### src/rtl/bus_demux_hold.sv
// Steers one shared bus byte into one of two 1-deep holding registers (A/B),
// each with a full flag and a consumer acknowledge, under a valid/ready handshake.
module bus_demux_hold #(
  parameter int WIDTH = 8
) (
  input  logic             clk,
  input  logic             rst,
  input  logic [WIDTH-1:0] bus_in,
  input  logic             select,
  input  logic             enable_n,
  input  logic             wr_valid,
  output logic             wr_ready,
  output logic [WIDTH-1:0] a_out,
  output logic             a_full,
  input  logic             a_ack,
  output logic [WIDTH-1:0] b_out,
  output logic             b_full,
  input  logic             b_ack,
  output logic [3:0]       wr_count
);

  typedef enum logic {
    EMPTY = 1'b0,
    FULL  = 1'b1
  } dest_state_t;

  dest_state_t a_state, a_state_next;
  dest_state_t b_state, b_state_next;

  logic a_can_take;
  logic b_can_take;
  logic accept;
  logic a_accept;
  logic b_accept;

  // A destination can take a byte when empty or when its consumer drains it this cycle.
  assign a_can_take = (a_state == EMPTY) || a_ack;
  assign b_can_take = (b_state == EMPTY) || b_ack;
  assign wr_ready   = !enable_n && (select ? b_can_take : a_can_take);

  assign accept   = wr_valid && wr_ready;
  assign a_accept = accept && !select;
  assign b_accept = accept &&  select;

  always_ff @(posedge clk) begin
    if (rst) begin
      a_state <= EMPTY;
      b_state <= EMPTY;
    end else begin
      a_state <= a_state_next;
      b_state <= b_state_next;
    end
  end

  // A same-destination accept wins over an ack, so the flag stays set for the new byte.
  always_comb begin
    a_state_next = a_state;
    unique case (a_state)
      EMPTY: if (a_accept) a_state_next = FULL;
      FULL:  if (a_ack && !a_accept) a_state_next = EMPTY;
      default: a_state_next = EMPTY;
    endcase
  end

  always_comb begin
    b_state_next = b_state;
    unique case (b_state)
      EMPTY: if (b_accept) b_state_next = FULL;
      FULL:  if (b_ack && !b_accept) b_state_next = EMPTY;
      default: b_state_next = EMPTY;
    endcase
  end

  always_comb begin
    a_full = (a_state == FULL);
    b_full = (b_state == FULL);
  end

  // Data only changes on an accept; acks never clear it.
  always_ff @(posedge clk) begin
    if (rst) begin
      a_out <= '0;
      b_out <= '0;
    end else begin
      if (a_accept) a_out <= bus_in;
      if (b_accept) b_out <= bus_in;
    end
  end

  always_ff @(posedge clk) begin
    if (rst) begin
      wr_count <= 4'd0;
    end else if (accept) begin
      wr_count <= wr_count + 4'd1;
    end
  end

endmodule

### config.mk
export PLATFORM = sky130hd
export DESIGN_NAME = bus_demux_hold
export DESIGN_NICKNAME = d
export VERILOG_FILES = /design/src/rtl/bus_demux_hold.sv
export SDC_FILE = /design/constraint.sdc
export NUM_CORES = 1
export LEC_CHECK = 0
export CORE_MARGIN = 3
export CORE_UTILIZATION = 42
export CTS_CLUSTER_DIAMETER = 100
export DETAILED_ROUTE_END_ITERATION = 8
export GPL_TIMING_DRIVEN = 0
export PLACE_DENSITY = 0.77
export SYNTH_ARGS = -nofsm -noshare
export SYNTH_HDL_FRONTEND = slang
export SYNTH_SLANG_ARGS = --single-unit
### constraint.sdc
create_clock -name clk -period 1.4 [get_ports clk]
set_input_delay 0.35 -clock clk [delete_from_list [all_inputs] [get_ports clk]]
set_output_delay 0.35 -clock clk [all_outputs]
set_load 0.02 [all_outputs]
==> reports/results.tsv <==
metric	value	unit
initial antenna violation count	0	
Hold Vio Cnt, Final	0	
die width	54.70	um
synth top area cells	dfxtp_1 44%, a21oi_1 9.0%, nand3_1 8.0%	
diodes inserted	0	
Leak	0.0005972	uW
pwr dens	786.9	nW/um^2
maximum VDD drop	0.7333	mV
endpoints failing setup	1	
clk sink count	22	
Slew @ Worst Pin	0.5144	ns
Filler Cell Count	204	
Cell variety after synth	25	
number of synthesized register bits	22	
H-tree depth	1	
Flop pwr share	0.582	
Top Ports	38	
synthesized area	996.0	um^2
Pins Over Slew Limit	0	
CP Launch Type	input pin	
Layout Cells excl Fill	177	
Vias	985	
clock latency on the worst-skew pair	0.30	ns
WL final	2.449	mm
Placed Instances	172	
Power Internal	840.4	uW
worst clock skew	0.003963	ns
Mapped Cells	107	
status	finished, violations left	
share of cells above drive strength 1	0.1812	
final period utilization	1.065	
DRC viols	0	
CP Class	input pin to primary output	
vias in the first global route	847	
area leader, netlist	dfxtp_1	
CP Cell Sequence	clkdlybuf4s15_2 -> and3b_4 -> nor3_4 -> buf_6	
fmax	0.6708	GHz
grt total ovfl	0	
post-route ant nets	0	
CP endpoint kind	primary output	
std cell rows	17	
start point of the critical path	select	
buffers added on ports	37	
maxcap violations	0	
Synthesis Warnings	0	
CTS tree	built	
Synth top area share	0.4422	
Data required, critical path	1.05	ns
HPWL after DPL	1.825	mm
final setup margin	-0.09079	ns
Tot Pwr	1132	uW
Total Routing Usage GR	0.1770	
RSZ-0062 raised after global routing	true	
Crit path max-delay family	simple AND/OR/NAND/NOR gates	
RR Endpoint	wr_count[3]	
max incr delay on CP	0.25	ns
slowest cell on the critical path	clkdlybuf4s15_2	
Stages on worst setup path	4	
Logic pwr share	0.176	
CORE AREA	2233	um^2
Clk pwr share	0.242	
Arrival @ worst endpoint	1.14	ns
final layout net count	167	
Sw Share	0.2578	
worst hold path type	flip-flop to flip-flop	
Die Ht	54.70	um
sequential area share after synthesis	0.4422	
deepest clock path buffer count	2	
Rel. slew slack	0.6564	
Worst-path clk slew	0.11	ns
routability-driven placement congestion ratio	0.7820	
DIE AREA	2992	um^2
hold path cells	2	
drt wl/cell	13.84	um
total CTS buffers	3	
first-pass GRT wire length	3.774	mm
Worst setup endpoint	wr_ready	
WP buf/inv	2	
worst reg-to-reg setup slack	0.01	ns
Worst R2R Path Depth	4	
number of DRC markers in iteration 0	15	
vias per inst	5.565	
commonest non-fill, non-tap cells in the layout	20 x dfxtp_1, 20 x dlygate4sd2_1, 18 x a21oi_1	
initial cell density of the core	0.4459	
FF-to-FF Start	b_full	
Worst Path Max Fanout	6	
net switching power	291.9	uW
largest net degree at the start of global routing	12	
Synthesized Nets	123	
synthesized area per cell	9.308	um^2
Final Critical Period	1.491	ns
Initial DRT Pass Iterations	4	
Root Driver	clkbuf_4	
violated checks	negative setup slack	
Syn-to-layout area delta	44.47	%
[how the worst min path moves through the flow]
stage,start,end,slack (ns)
6_report,b_out[1],b_out[1],0.48
5_1_grt,b_out[1],b_out[1],0.50
4_1_cts,b_out[1],b_out[1],0.48
3_5_place_dp,b_out[1],b_out[1],0.47
3_3_place_gp,b_out[1],b_out[1],0.47
2_1_floorplan,bus_in[0],a_out[0],0.50
[cells by family (layout without fill, tap and decap cells)]
logic type      count (synthesis)  count (layout)  synth area share
compound gates                 34              34            0.1709
buf+inv                         6              48           0.02638
simple gates                   40              40            0.2965
fa+ha+maj                       1               1           0.01256
flops                          22              22            0.4422
mux                             4               4           0.05151
[power by group through the flow]
stage                     Sequential [uW]  Clock, uW  Combinational, uW
after detailed placement              674          0                209
after CTS                             660        280                195
final                                 659        274                199
after floorplan                       698          0               71.3
after global routing                  663        300                215
after global placement                673          0                206
[layer usage]
metal	global-route usage	up-vias	share of wire
met2	0.2953	39	0.47
met5	0	-	0
met3	0.05177	8	0.095
met4	0.06224	0	0.011
met1	0.2136	463	0.43
li1	-	475	-
[cell usage after synthesis, drive strengths merged]
library cell	n
nor4b	2
nor3b	2
mux2	3
nor3	2
nor2b	5
dfxtp	22
or3b	1
a21oi	18
nor2	3
clkbuf	2
ha	1
nand3	16
nand2b	5
and3b	2
nand4b	1
o21ai	16
mux2i	1
buf	4
nand3b	1
[what timing repair did]
item / 4_1_cts / 5_1_grt
pin swaps: 2 / 3
resized for setup: 40 / 13
buffers inserted: 2 / 0
endpoints found under the setup margin: 45 / 15
hold buffers: 0 / 0
[sequential cells by signal (all words and copies together), names as in the netlist]
signal,count
a_out,8
b_out,8
b_full,1
wr_count,4
a_full,1
[layout make-up]
class                           count  area [um^2]  area share
Buffer                              6        30.03     0.02087
Clock buffer                        3        22.52     0.01565
Multi-Input combinational cell     79        554.3      0.3852
Sequential cell                    22        442.9      0.3078
Tap cell                           28        35.03     0.02435
Timing Repair Buffer               39        354.1      0.2461
[tightest hold or removal path: cells and delay by family, from the launching register on]
kind,cells,cell delay (ns)
compound gates,2,0.12
flops,1,0.32
[stage by stage]
step	setup slack (ns)	hold WS, ns	util	area, um^2	TNS [ns]
floorplan	0.04101	0.4977	-	1001	0
global placement	-0.9144	0.4662	0.6297	1406	-9.774
detailed placement	-0.9282	0.4681	0.6297	1406	-10.44
CTS	-0.06173	0.4807	0.6375	1424	-0.06173
global route	-0.1341	0.5000	0.6443	1439	-0.1886
finish	-0.09079	0.4793	0.6443	1439	-0.09079
Note: power is estimated with default switching activity, not from simulation.
